### src/rtl/danger_if.sv
// Game-control <-> obstacle-spawner bundle: control inputs plus packed slot buses
// for the renderer and collision logic.
interface danger_if #(
  parameter int unsigned NUM_SLOTS = 3,
  parameter int unsigned POS_W     = 10,
  parameter int unsigned SPEED_W   = 3
);
  localparam int unsigned CNT_W = $clog2(NUM_SLOTS + 1);

  logic                       tick;
  logic                       run;
  logic                       clear;
  logic [SPEED_W-1:0]         speed;
  logic [6:0]                 rnd;
  logic [NUM_SLOTS*POS_W-1:0] danger_pos;
  logic [NUM_SLOTS*3-1:0]     danger_type;
  logic [NUM_SLOTS-1:0]       danger_en;
  logic                       spawn_pulse;
  logic [CNT_W-1:0]           active_cnt;

  modport master (
    output tick, run, clear, speed, rnd,
    input  danger_pos, danger_type, danger_en, spawn_pulse, active_cnt
  );

  modport slave (
    input  tick, run, clear, speed, rnd,
    output danger_pos, danger_type, danger_en, spawn_pulse, active_cnt
  );
endinterface

### src/rtl/danger_spawner.sv
// Obstacle slot manager: scrolls enabled slots left each game tick and spawns
// new obstacles after a minimum gap, backing off when the roll was NOTHING.
module danger_spawner #(
  parameter int unsigned NUM_SLOTS     = 3,
  parameter int unsigned POS_W         = 10,
  parameter int unsigned SPAWN_X       = 640,
  parameter int unsigned GAP_W         = 10,
  parameter int unsigned MIN_GAP       = 400,
  parameter int unsigned RETRY_BACKOFF = 150,
  parameter int unsigned SPEED_W       = 3
) (
  input logic     clk,
  input logic     rst,
  danger_if.slave bus
);

  localparam int unsigned TYPE_W = 3;
  localparam int unsigned CNT_W  = $clog2(NUM_SLOTS + 1);

  localparam logic [TYPE_W-1:0] T_LOW_BIRD     = 3'd0;
  localparam logic [TYPE_W-1:0] T_HIGH_BIRD    = 3'd1;
  localparam logic [TYPE_W-1:0] T_SMALL_CACTUS = 3'd2;
  localparam logic [TYPE_W-1:0] T_MANY_CACTUS  = 3'd3;
  localparam logic [TYPE_W-1:0] T_BIG_CACTUS   = 3'd4;
  localparam logic [TYPE_W-1:0] T_NOTHING      = 3'd5;

  localparam bit PARAM_OK = (NUM_SLOTS >= 1) &&
                            ((SPAWN_X + 77) < (1 << POS_W)) &&
                            (MIN_GAP < (1 << GAP_W)) &&
                            (RETRY_BACKOFF <= MIN_GAP) &&
                            (SPEED_W < POS_W);

  function automatic logic [TYPE_W-1:0] decode_rnd(input logic [6:0] r);
    if (r <= 7'd50)      return T_NOTHING;
    else if (r <= 7'd60) return T_BIG_CACTUS;
    else if (r <= 7'd70) return T_SMALL_CACTUS;
    else if (r <= 7'd80) return T_MANY_CACTUS;
    else if (r <= 7'd90) return T_LOW_BIRD;
    else                 return T_HIGH_BIRD;
  endfunction

  function automatic logic [POS_W-1:0] type_width(input logic [TYPE_W-1:0] t);
    case (t)
      T_BIG_CACTUS:            return POS_W'(27);
      T_SMALL_CACTUS:          return POS_W'(19);
      T_MANY_CACTUS:           return POS_W'(77);
      T_LOW_BIRD, T_HIGH_BIRD: return POS_W'(47);
      default:                 return POS_W'(0);
    endcase
  endfunction

  logic [POS_W-1:0]  pos_q  [NUM_SLOTS];
  logic [POS_W-1:0]  pos_d  [NUM_SLOTS];
  logic [TYPE_W-1:0] type_q [NUM_SLOTS];
  logic [TYPE_W-1:0] type_d [NUM_SLOTS];
  logic [NUM_SLOTS-1:0] en_q, en_d;
  logic [GAP_W-1:0]  gap_q, gap_d;
  logic [TYPE_W-1:0] pend_q, pend_d;
  logic              pulse_q, pulse_d;
  logic              spawned;
  logic [POS_W-1:0]  speed_ext;

  assign speed_ext = POS_W'(bus.speed);

  // Next state: move and spawn both read pre-tick state, so a slot freed this
  // tick cannot be reused until the following one.
  always_comb begin
    pos_d   = pos_q;
    type_d  = type_q;
    en_d    = en_q;
    gap_d   = gap_q;
    pend_d  = pend_q;
    pulse_d = 1'b0;
    spawned = 1'b0;

    if (bus.clear) begin
      for (int unsigned i = 0; i < NUM_SLOTS; i++) begin
        pos_d[i]  = '0;
        type_d[i] = T_NOTHING;
      end
      en_d   = '0;
      gap_d  = '0;
      pend_d = T_NOTHING;
    end else if (bus.run && bus.tick) begin
      for (int unsigned i = 0; i < NUM_SLOTS; i++) begin
        if (en_q[i]) begin
          if (pos_q[i] <= speed_ext) begin
            pos_d[i]  = '0;
            type_d[i] = T_NOTHING;
            en_d[i]   = 1'b0;
          end else begin
            pos_d[i] = pos_q[i] - speed_ext;
          end
        end
      end

      if (&en_q) begin
        gap_d = '0;
      end else if (gap_q < GAP_W'(MIN_GAP)) begin
        gap_d = gap_q + GAP_W'(1);
      end else begin
        pend_d = decode_rnd(bus.rnd);
        if (pend_q != T_NOTHING) begin
          for (int unsigned i = 0; i < NUM_SLOTS; i++) begin
            if (!en_q[i] && !spawned) begin
              spawned   = 1'b1;
              pos_d[i]  = POS_W'(SPAWN_X) + type_width(pend_q);
              type_d[i] = pend_q;
              en_d[i]   = 1'b1;
            end
          end
          gap_d   = '0;
          pulse_d = 1'b1;
        end else begin
          gap_d = GAP_W'(MIN_GAP - RETRY_BACKOFF);
        end
      end
    end
  end

  // State registers; with run low every register holds and only the pulse drops.
  always_ff @(posedge clk or negedge rst) begin
    if (!rst) begin
      for (int unsigned i = 0; i < NUM_SLOTS; i++) begin
        pos_q[i]  <= '0;
        type_q[i] <= T_NOTHING;
      end
      en_q    <= '0;
      gap_q   <= '0;
      pend_q  <= T_NOTHING;
      pulse_q <= 1'b0;
    end else begin
      pos_q   <= pos_d;
      type_q  <= type_d;
      en_q    <= en_d;
      gap_q   <= gap_d;
      pend_q  <= pend_d;
      pulse_q <= pulse_d;
    end
  end

  always_ff @(posedge clk) begin
    assert (PARAM_OK);
  end

  logic [NUM_SLOTS*POS_W-1:0]  pos_flat;
  logic [NUM_SLOTS*TYPE_W-1:0] type_flat;
  logic [CNT_W-1:0]            cnt;

  // Flatten slot arrays onto the buses and count live obstacles.
  always_comb begin
    pos_flat  = '0;
    type_flat = '0;
    cnt       = '0;
    for (int unsigned i = 0; i < NUM_SLOTS; i++) begin
      pos_flat[i*POS_W +: POS_W]    = pos_q[i];
      type_flat[i*TYPE_W +: TYPE_W] = type_q[i];
      cnt = cnt + CNT_W'(en_q[i]);
    end
  end

  assign bus.danger_pos  = pos_flat;
  assign bus.danger_type = type_flat;
  assign bus.danger_en   = en_q;
  assign bus.spawn_pulse = pulse_q;
  assign bus.active_cnt  = cnt;

endmodule

### src/flat_wrapper.sv
// flat-port wrapper written by rule: the top's interface ports become plain ports
module danger_spawner_flat 
#(
  parameter int unsigned NUM_SLOTS     = 3,
  parameter int unsigned POS_W         = 10,
  parameter int unsigned SPAWN_X       = 640,
  parameter int unsigned GAP_W         = 10,
  parameter int unsigned MIN_GAP       = 400,
  parameter int unsigned RETRY_BACKOFF = 150,
  parameter int unsigned SPEED_W       = 3
)
  (clk, rst, bus_tick, bus_run, bus_clear, bus_speed, bus_rnd, bus_danger_pos, bus_danger_type, bus_danger_en, bus_spawn_pulse, bus_active_cnt);
  danger_if #(.NUM_SLOTS(NUM_SLOTS), .POS_W(POS_W), .SPEED_W(SPEED_W)) bus_i ();
  input logic clk;
  input logic rst;
  input wire logic [$bits(bus_i.tick)-1:0] bus_tick;
  input wire logic [$bits(bus_i.run)-1:0] bus_run;
  input wire logic [$bits(bus_i.clear)-1:0] bus_clear;
  input wire logic [$bits(bus_i.speed)-1:0] bus_speed;
  input wire logic [$bits(bus_i.rnd)-1:0] bus_rnd;
  output wire logic [$bits(bus_i.danger_pos)-1:0] bus_danger_pos;
  output wire logic [$bits(bus_i.danger_type)-1:0] bus_danger_type;
  output wire logic [$bits(bus_i.danger_en)-1:0] bus_danger_en;
  output wire logic [$bits(bus_i.spawn_pulse)-1:0] bus_spawn_pulse;
  output wire logic [$bits(bus_i.active_cnt)-1:0] bus_active_cnt;
  assign bus_i.tick = bus_tick;
  assign bus_i.run = bus_run;
  assign bus_i.clear = bus_clear;
  assign bus_i.speed = bus_speed;
  assign bus_i.rnd = bus_rnd;
  assign bus_danger_pos = bus_i.danger_pos;
  assign bus_danger_type = bus_i.danger_type;
  assign bus_danger_en = bus_i.danger_en;
  assign bus_spawn_pulse = bus_i.spawn_pulse;
  assign bus_active_cnt = bus_i.active_cnt;
  danger_spawner #(.NUM_SLOTS(NUM_SLOTS), .POS_W(POS_W), .SPAWN_X(SPAWN_X), .GAP_W(GAP_W), .MIN_GAP(MIN_GAP), .RETRY_BACKOFF(RETRY_BACKOFF), .SPEED_W(SPEED_W)) u_core (.clk(clk), .rst(rst), .bus(bus_i));
endmodule
### config.mk
export PLATFORM = sky130hd
export DESIGN_NAME = danger_spawner_flat
export DESIGN_NICKNAME = d
export VERILOG_FILES = /design/src/rtl/danger_if.sv /design/src/rtl/danger_spawner.sv /design/src/flat_wrapper.sv
export SDC_FILE = /design/constraint.sdc
export NUM_CORES = 1
export LEC_CHECK = 0
export BUFFER_PORTS_ARGS = -buffer_cell sky130_fd_sc_hd__clkbuf_2
export CAP_MARGIN = 10
export CORE_ASPECT_RATIO = 0.7
export CORE_MARGIN = 4
export CORE_UTILIZATION = 31
export DETAILED_ROUTE_END_ITERATION = 6
export PLACE_DENSITY = 0.48
export SLEW_MARGIN = 20
export SYNTH_ARGS = -nofsm -noshare
export SYNTH_HDL_FRONTEND = slang
export SYNTH_SLANG_ARGS = --single-unit
export TNS_END_PERCENT = 5
### constraint.sdc
create_clock -name clk -period 4.6 [get_ports clk]
set_input_delay 0.92 -clock clk [delete_from_list [all_inputs] [get_ports clk]]
set_output_delay 0.92 -clock clk [all_outputs]
set_load 0.01 [all_outputs]
==> impl_metrics.ini, run 1 <==
[synthesis]
synth-seq-area-share_pct = 36.3
synth_area_leader_cell = dfrtp_1
ys_async_sr_fraction_pct = 100
postSynthAreaPerCell_sq_um = 8.50
syn_inst = 458
synth_area_leaders = dfrtp_1 (31%), dfstp_2 (5.4%), o21ai_0 (5.3%)
synth_top_area_share_pct = 30.9
syn_nets = 487
yosysWarningCount = 0
synth_cell_types = 63
synthFlopType = dfrtp_1
netlist_area_sq_mm = 0.00389
synth_seq_cells = 56
synth-edff-count = 0

[finish]
syn2layout_area_growth_pct = 15.4
fill_cells = 1269
drive_above_1_share_pct = 17.9
n_antenna_cell = 0
final_util_pct = 37.5
fin_nets = 537

[die]
coreArea_sq_mm = 0.0120
die_x_um = 142
row_count = 33
dieHeight_um = 102
initial_core_util_pct = 32.5
die-area_sq_mm = 0.0144
ios = 60

[global_route]
grt_overflow = 0
grt_first_pass_wirelength_um = 21800
grt_max_degree = 30
grtUsageTotal_pct = 19.2
grt_pass1_vias = 3873
antenna_found_initial = 0

[clock_tree]
clk_latency_ns = 0.30
cts_buffers = 5
clockBufferDepth = 2
cts.repair.resized = 0
cts-root-buf = clkbuf_16
htreeDepth = 2
path_clk_slew_ns = 0.07
post-cts-setup-buffers = 0
tritoncts = built
cts.sinks = 56
cts_hold_buf = 0

[critical_path]
critical_path.endpoint_type = flop
setup.worst_path.start_class = primary input
path_max_fanout = 6
crit_path_max_incr_delay_ns = 0.43
worst_ep_required_time_ns = 4.79
critPathKind = primary input to flop
worstPathCellList = clkbuf_2, ha_1, inv_1, fa_1, a21o_1, a2111oi_4, a21oi_2, a21o_1, a211o_1
crit_family = compound AO/OA/AOI/OAI gates
critical_path_buf_inv_count = 2
worstRegToRegCells = 9
cp.depth = 9
crit_top_cell = a21o_1
worst_ep_arrival_time_ns = 3.03
worst_path_max_delay_cell = a2111oi_4

[drt]
viasPerCell = 5.88
vias = 3916
drc = 0
dr.pass1.iters = 5
wl_um = 13600
ant_nets = 0
drt_iter0_drc = 321
wire_per_inst_um = 20.4

[sta]
drv_slew = 0
max_slew.worst_pin.slew_ns = 1.16
fmax_mhz = 352
skew_ns = 0.00595
timing.final.crit_period_ns = 2.84
timing.final.crit_share_pct = 61.8
hold_violations = 0
rsz0062_at_grt = false
fin_setup_tns_ns = 0
slew_headroom_pct = 22.4
setup_viol = 0

[place]
detailed_place_hpwl_um = 9810
portBuffers = 59
routabilityCongestion = 0.914

[power]
p_per_area_mw_per_mm2 = 238
ir_drop_v = 0.000146
leakage_nw = 1.92

[min_path]
hold_path_class = flop to flop
hold_depth = 1

[flow_run]
maxCapViolCount = 0

[status]
status = complete, no violations
## report_power, final
group          total, mW  switching, mW  leakage [nW]  internal, mW
Clock              0.410          0.192        0.0701         0.218
Combinational      0.149         0.0975          1.10        0.0511
Sequential         0.510         0.0118         0.751         0.498
Total               1.07          0.301          1.92         0.767
## path summary, 6_finish.rpt
check | startpoint | end | slack (ns)
hold reg to reg | u_core.bus.danger_type[3] | u_core.bus.danger_type[3] | 0.51
setup reg to reg | u_core.bus.danger_pos[10] | u_core.bus.danger_pos[17] | 2.08
hold / removal | u_core.bus.danger_type[3] | u_core.bus.danger_type[3] | 0.51
min in group asynchronous | rst | u_core.bus.danger_pos[29] | 0.70
setup / recovery | bus_speed[0] | u_core.bus.danger_pos[17] | 1.76
max in group asynchronous | rst | u_core.bus.danger_type[2] | 2.97
## state kept, by name, summed over array words and instances (netlist names)
name                    count
u_core.bus.danger_en        3
u_core.bus.danger_pos      30
u_core.bus.danger_type      9
u_core.bus.spawn_pulse      1
u_core.gap_q               10
u_core.pend_q               3
## layout by cell type, fill, tap and decap left out, types with 8 or more instances in the layout
master and count:
a21oi_1 27, a31oi_1 15, clkbuf_2 59, dfrtp_1 48, dfstp_2 8, ha_1 10, inv_1 22, nand2_1 41
nand2b_1 8, nand3_1 21, nor2_1 35, nor2b_1 8, nor3_1 10, nor4_1 8, o21ai_0 41
## cell usage after synthesis, types with 4 or more instances
| cell type | n |
|---|---|
| o22ai_1 | 6 |
| nand2b_1 | 8 |
| nand2_1 | 41 |
| fa_1 | 4 |
| o32ai_1 | 4 |
| ha_1 | 10 |
| o211ai_1 | 4 |
| nor4_1 | 8 |
| a211oi_1 | 5 |
| nand3b_1 | 4 |
| or4_1 | 6 |
| and3_1 | 6 |
| clkbuf_1 | 19 |
| a2bb2oi_1 | 4 |
| dfrtp_1 | 48 |
| o21a_1 | 7 |
| xor2_1 | 6 |
| nand3_1 | 21 |
| o21ai_0 | 41 |
| dfstp_2 | 8 |
| a21oi_1 | 27 |
| a22oi_1 | 7 |
| nor2_1 | 35 |
| nor3_1 | 10 |
| a21o_1 | 7 |
| a31oi_1 | 15 |
| o31ai_1 | 7 |
| inv_1 | 22 |
| nor2b_1 | 8 |
| a22o_1 | 6 |
| xnor2_1 | 4 |
## layer usage
layer	global-route usage, %	share of wire, %
met4	5.60	1.7
met2	27.2	40
met5	0	0
met3	3.07	6.5
met1	29.8	52
## cells by family (layout without fill, tap and decap cells)
| family | after synthesis | in the layout | synth area share (%) |
|---|---|---|---|
| mux | 2 | 2 | 0.514 |
| simple gates | 165 | 165 | 21.8 |
| buf+inv | 43 | 94 | 4.21 |
| fa+ha+maj | 14 | 14 | 5.27 |
| xor+xnor | 10 | 10 | 2.25 |
| compound gates | 168 | 168 | 29.7 |
| flops | 56 | 56 | 36.3 |
## metrics by stage
stage | instances | power, mW | worst slack (ns) | hold slack [ns] | instance area [sq um]
floorplan | 458 | 0.607 | 1.81 | 0.468 | 3890
global placement | 658 | 0.667 | 1.49 | 0.497 | 4340
detailed placement | 658 | 0.666 | 1.44 | 0.498 | 4340
CTS | 666 | 1.08 | 1.76 | 0.507 | 4490
global route | 666 | 1.11 | 1.60 | 0.529 | 4490
finish | 666 | 1.07 | 1.76 | 0.508 | 4490
## area by class of cell
cell class | count | area [sq um] | share of cell area [%]
multi-input cells | 359 | 2320 | 51.6
flip-flops and latches | 56 | 1410 | 31.4
repair buffers | 64 | 333 | 7.41
well taps | 157 | 196 | 4.37
clock buffers | 7 | 143 | 3.18
inverters | 22 | 82.6 | 1.84
clock inverters | 1 | 7.51 | 0.167
Note: power is estimated with default switching activity, not from simulation.
==> inputs of run 2 (changes only) <==
--- a/config.mk
+++ b/config.mk
@@ -5,6 +5,7 @@
 export SDC_FILE = /design/constraint.sdc
 export NUM_CORES = 1
 export LEC_CHECK = 0
+export ABC_AREA = 1
 export BUFFER_PORTS_ARGS = -buffer_cell sky130_fd_sc_hd__clkbuf_2
 export CAP_MARGIN = 10
 export CORE_ASPECT_RATIO = 0.7
==> constraint.sdc (replaced) <==
create_clock -name clk -period 2.86 [get_ports clk]
set_input_delay 0.572 -clock clk [delete_from_list [all_inputs] [get_ports clk]]
set_output_delay 0.572 -clock clk [all_outputs]
set_load 0.01 [all_outputs]
==> run 2 against run 1 <==
Flip-flop and latch count unchanged. Die area up 4.2%. Highest routed layer is now met3. Clock power up 49%. Setup slack worse by 1.1 ns. Synthesized cell count up 31%.
==> impl_metrics.ini, run 2 <==
[synthesis]
postSynthAreaPerCell_sq_um = 6.78
ys_async_sr_fraction_pct = 100
synthFlopType = dfrtp_1
synth_area_leaders = dfrtp_1 (30%), nand2_1 (18%), inv_1 (7.2%)
synth.most_common_cell = nand2_1
synth-simple-area-share_pct = 37.9
synth-edff-count = 0
netlist_area_sq_mm = 0.00407
synth_compound_area_share_pct = 8.98
synth_seq_cells = 56
synthAdderAreaFrac_pct = 5.04
synth_mux_area_share_pct = 0
synth_top_area_share_pct = 29.5
yosysWarningCount = 0
synth-seq-area-share_pct = 34.7
syn_nets = 629
synth_common_cells = nand2_1 (195), inv_1 (78), nand3_1 (54), nor2_1 (54), dfrtp_1 (48)
synth_area_leader_cell = dfrtp_1
synth_cell_types = 37
syn_inst = 600
synthXorXnorAreaFrac_pct = 3.01
synth_top_family_by_area = simple AND/OR/NAND/NOR gates

[min_path]
hold_path_class = primary input to async pin

[clock_tree]
path_clk_slew_ns = 0.07
cts-root-buf = clkbuf_16
tritoncts = built
clockBufferDepth = 2
cts.repair.resized = 0
post-cts-setup-buffers = 0
cts_buffers = 5
cts_hold_buf = 0
htreeDepth = 2
clk_latency_ns = 0.29
cts.sinks = 56

[sta]
skew_ns = 0.00694
fin_setup_tns_ns = 0
slew_headroom_pct = 49.1
hold_violations = 0
timing.final.crit_share_pct = 76.5
hold_slack_ns = 0.426
drv_slew = 0
rsz0062_at_grt = false
max_slew.worst_pin.slew_ns = 0.764
fmax_mhz = 457
timing.final.crit_period_ns = 2.19
setup_viol = 0

[drt]
dr.pass1.iters = 4
ant_nets = 0
drt_iter0_drc = 208
vias = 3887
wl_um = 11500
viasPerCell = 4.76
wire_per_inst_um = 14.1
drc = 0

[die]
ios = 60
die_x_um = 145
die-area_sq_mm = 0.0151
row_count = 34
dieHeight_um = 104
coreArea_sq_mm = 0.0126
initial_core_util_pct = 32.2

[power]
p_per_area_mw_per_mm2 = 348
p_clk_share_pct = 37.8
switchingPower_mw = 0.434
combPwrFrac_pct = 11.3
sequentialPowerShare_pct = 50.9
power.internal_mw = 1.18
power_mw = 1.61
p_sw_share_pct = 26.9
leakage_nw = 2.53
ir_drop_v = 0.000183

[global_route]
grt_first_pass_wirelength_um = 19100
grt_max_degree = 57
antenna_found_initial = 0
grtUsageTotal_pct = 15.2
grt_overflow = 0
grt_pass1_vias = 3728

[finish]
drive_above_1_share_pct = 17.1
final_util_pct = 36.7
mostFrequentLayoutCell = nand2_1
mostFrequentLayoutCells = nand2_1 (195), inv_1 (78), clkbuf_2 (59), nand3_1 (54), nor2_1 (53)
syn2layout_area_growth_pct = 14.1
n_antenna_cell = 0
largest_reg_flops = 30
fin_area_sq_mm = 0.00464
fin_nets = 684

[place]
portBuffers = 59
routabilityCongestion = 0.815
detailed_place_hpwl_um = 8620
placed_area_sq_mm = 0.00451

[critical_path]
crit_path_max_incr_delay_ns = 0.67
path_max_fanout = 13
setup.worst_path.start_class = flop
critical_path_buf_inv_count = 1
worst_path_max_delay_cell = dfrtp_1
r2r_slack_ns = 0.74
worstRegToRegCells = 12
critical_path.endpoint_type = primary output
r2r_end = u_core.bus.danger_type[4]
reg2reg_from = u_core.bus.danger_pos[10]
worst_ep_arrival_time_ns = 1.62
worstPathCellList = fa_1, clkbuf_2
critPathKind = flop to primary output
worst_ep_required_time_ns = 2.29
crit_family = flip-flops

[flow_run]
maxCapViolCount = 0

[status]
status = complete, no violations
[run 2: changes by cell type after synthesis, sizes merged, moves of 8 or more]
cell | before | now
a21oi | 28 | 16
a31oi | 15 | 0
buf | 2 | 11
clkbuf | 19 | 4
inv | 22 | 88
nand2 | 41 | 201
nand2b | 8 | 0
nand3 | 21 | 59
nand4 | 2 | 11
nor2 | 35 | 59
nor2b | 8 | 0
nor4 | 8 | 0
or4 | 8 | 0
[run 2: per-stage QoR]
stage	setup WS, ns	instances
floorplan	0.886	600
global placement	0.549	810
detailed placement	0.476	810
CTS	0.668	817
global route	0.535	817
finish	0.672	817
[run 2: kinds of logic (layout without fill, tap and decap cells)]
kind of cell	Yosys count	after routing
AOI/OAI and AO/OA	66	66
xor gates and xnor gates	14	14
adders and majority gates	14	14
buffers and inverters	103	158
DFF	56	56
and+or+nand+nor	347	347
[run 2: layout make-up]
class	instances	area [sq um]
inverters	88	333
well taps	162	203
multi-input cells	441	2240
clock buffers	6	129
repair buffers	63	325
flip-flops and latches	56	1410
clock inverters	1	5.00
fillers	1356	7990
[run 2: power by group through the flow]
stage          clock network (mW)  registers, mW  logic (mW)
6_report                    0.610          0.822       0.182
5_1_grt                     0.662          0.824       0.208
4_1_cts                     0.630          0.822       0.186
3_5_place_dp                    0          0.837       0.185
3_3_place_gp                    0          0.837       0.182
2_1_floorplan                   0          0.831       0.115
[run 2: worst register-to-register path, delay by kind of cell, from the launching register on]
family | cells | cell delay [ns]
AO/OA/AOI/OAI | 2 | 0.14
buffers and inverters | 2 | 0.13
adder cells (fa/ha/maj) | 2 | 0.54
AND/OR/NAND/NOR | 6 | 0.78
flip-flops | 1 | 0.42
[run 2: metal layers]
metal / part of all wire [%] / up-vias / GRT usage (%)
met1: 53 / 1804 / 23.0
met3: 4.4 / 0 / 3.44
li1: - / 2019 / -
met2: 42 / 64 / 23.0
met4: 0 / 0 / 1.63
met5: 0 / - / 0
[run 2: worst max path at each step]
stage / start / to / cells past startpoint
floorplan: bus_speed[0] / u_core.bus.danger_type[4] / 11
global placement: bus_speed[0] / u_core.bus.danger_pos[23] / 14
detailed placement: bus_speed[0] / u_core.bus.danger_type[4] / 12
CTS: u_core.bus.danger_en[1] / bus_active_cnt[0] / 2
global route: u_core.bus.danger_pos[20] / u_core.bus.danger_pos[23] / 14
finish: u_core.bus.danger_en[1] / bus_active_cnt[0] / 2
==> inputs of run 3 (changes only) <==
--- a/config.mk
+++ b/config.mk
@@ -12,7 +12,7 @@
 export CORE_MARGIN = 4
 export CORE_UTILIZATION = 31
 export DETAILED_ROUTE_END_ITERATION = 6
-export PLACE_DENSITY = 0.48
+export PLACE_DENSITY = 0.49
 export SLEW_MARGIN = 20
 export SYNTH_ARGS = -nofsm -noshare
 export SYNTH_HDL_FRONTEND = slang
==> constraint.sdc (replaced) <==
create_clock -name clk -period 1.9 [get_ports clk]
set_input_delay 0.38 -clock clk [delete_from_list [all_inputs] [get_ports clk]]
set_output_delay 0.38 -clock clk [all_outputs]
set_load 0.01 [all_outputs]
==> run 3 against run 2 <==
Clock skew rose by 0.00052 ns. Design area is 9.9% higher. Routed wire length rose by 4.7%. Die area is the same. Global-route usage grew 1.0 points. Setup slack lost 0.61 ns. First-iteration DRC count is 15% higher. Sequential power rose by 50%. Total power increased by 64%. Flip-flop and latch count did not move. Core utilization grew 3.7 points. Largest power group unchanged.
==> impl_metrics.ini, run 3 (synthesized netlist as in run 2, its figures left out) <==
[status]
status = complete, no violations

[clock_tree]
cts_buffers = 5
cts.sinks = 56
htreeDepth = 2
cts_hold_buf = 0
clk_latency_ns = 0.30
tritoncts = built
clockBufferDepth = 2
cts-root-buf = clkbuf_16
path_clk_slew_ns = 0.08

[critical_path]
r2r_end = u_core.bus.danger_pos[23]
worstRegToRegCells = 14
worst_ep_required_time_ns = 1.52
critPathKind = flop to primary output
endpoint = bus_active_cnt[0]
setup.worst_path.start_class = flop
startpoint = u_core.bus.danger_en[2]
path_max_fanout = 11
critical_path.endpoint_type = primary output
r2r_slack_ns = 0.07
reg2reg_from = u_core.bus.danger_pos[20]
worst_ep_arrival_time_ns = 1.45

[sta]
fin_setup_tns_ns = 0
setup_viol = 0
skew_ns = 0.00745
fmax_mhz = 545
rsz0062_at_grt = true
timing.final.crit_period_ns = 1.83
slew_headroom_pct = 71.7
hold_violations = 0
drv_slew = 0
hold_slack_ns = 0.0840
max_slew.worst_pin.slew_ns = 0.421
timing.final.crit_share_pct = 96.6

[power]
combPwrFrac_pct = 12.3
switchingPower_mw = 0.699
p_per_area_mw_per_mm2 = 518
leakage_nw = 2.76
p_clk_share_pct = 41.1
ir_drop_v = 0.000295
sequentialPowerShare_pct = 46.6
power.internal_mw = 1.95
p_sw_share_pct = 26.4

[place]
portBuffers = 59
routabilityCongestion = 0.863
detailed_place_hpwl_um = 9170

[finish]
fin_nets = 724
mostFrequentLayoutCell = nand2_1
drive_above_1_share_pct = 25.9
largest_reg_flops = 30
syn2layout_area_growth_pct = 25.4
mostFrequentLayoutCells = nand2_1 (187), inv_1 (73), clkbuf_2 (59), nand3_1 (52), nor2_1 (51)
multi_input_area_sq_mm = 0.00235
final_util_pct = 40.4
register_area_sq_mm = 0.00141
n_antenna_cell = 0
fill_cells = 1340

[drt]
wl_um = 12100
ant_nets = 0
drt_iter0_drc = 239
drc = 0
viasPerCell = 4.72
dr.pass1.iters = 4
vias = 4048
wire_per_inst_um = 14.0

[global_route]
grt_max_degree = 57
grt_first_pass_wirelength_um = 20400
grtUsageTotal_pct = 16.2
grt_overflow = 0
grt_pass1_vias = 3914
antenna_found_initial = 0

[flow_run]
maxCapViolCount = 0

[die]
die_x_um = 145
ios = 60
initial_core_util_pct = 32.2
row_count = 34
die-area_sq_mm = 0.0151
dieHeight_um = 104
coreArea_sq_mm = 0.0126

[min_path]
hold_path_class = primary input to async pin
-- run 3: cell count changes in the layout (fill, tap and decap cells not counted), sizes merged --
cell | before | now
clkbuf | 65 | 64
buf | 4 | 44
bufinv | 0 | 1
clkinvlp | 0 | 1
-- run 3: how the worst min path moves through the flow --
stage          slack (ns)                  endpoint  depth (start not counted)  from
2_1_floorplan        0.08   u_core.bus.danger_en[0]                          0   rst
5_1_grt              0.12  u_core.bus.danger_pos[7]                          2   rst
3_3_place_gp         0.42  u_core.bus.danger_pos[7]                          2   rst
4_1_cts               0.1  u_core.bus.danger_pos[1]                          2   rst
6_report             0.08  u_core.bus.danger_pos[9]                          2   rst
3_5_place_dp         0.42  u_core.bus.danger_pos[1]                          2   rst
-- run 3: repair_timing --
action / in CTS / in global routing
setup buffers: 1 / 4
resized for setup: 4 / 32
pin swaps: 1 / 9
setup endpoints to repair: 14 / 39
-- run 3: routing by layer --
layer	wire length [um]	up-vias	GRT usage [%]	part of all wire, %
met5	0	-	0	0
met4	26	0	2.31	0.22
met3	685	2	3.27	5.7
met2	4950	86	23.3	41
met1	6390	1851	25.5	53
li1	-	2109	-	-
-- run 3: critical path: stages (launching register included) --
cell	delay, ns
dfrtp_2	0.52
fa_1	0.51
clkbuf_2	0.13
-- run 3: power by group through the flow --
stage / sequential, mW / combinational [mW] / clock, mW
global placement: 1.25 / 0.310 / 0
detailed placement: 1.25 / 0.315 / 0
floorplan: 1.25 / 0.173 / 0
finish: 1.23 / 0.326 / 1.09
global route: 1.23 / 0.374 / 1.18
CTS: 1.23 / 0.317 / 1.12
-- run 3: per-stage QoR --
stage | std cells | worst slack (ns) | area [sq um] | total power, mW
6_report | 858 | 0.0650 | 5100 | 2.65
5_1_grt | 858 | -0.0591 | 5100 | 2.79
4_1_cts | 854 | 0.00408 | 4970 | 2.67
3_5_place_dp | 845 | -0.197 | 4780 | 1.57
3_3_place_gp | 845 | -0.171 | 4780 | 1.56
2_1_floorplan | 600 | 0.00273 | 4070 | 1.42
-- run 3: final cells by class --
class / count / share of cell area [%]
inverter: 88 / 6.52
timing repair buffer: 103 / 12.6
sequential: 56 / 27.7
multi-input combinational: 441 / 46.0
clock inverter: 3 / 0.834
tap: 162 / 3.97
clock buffer: 5 / 2.45
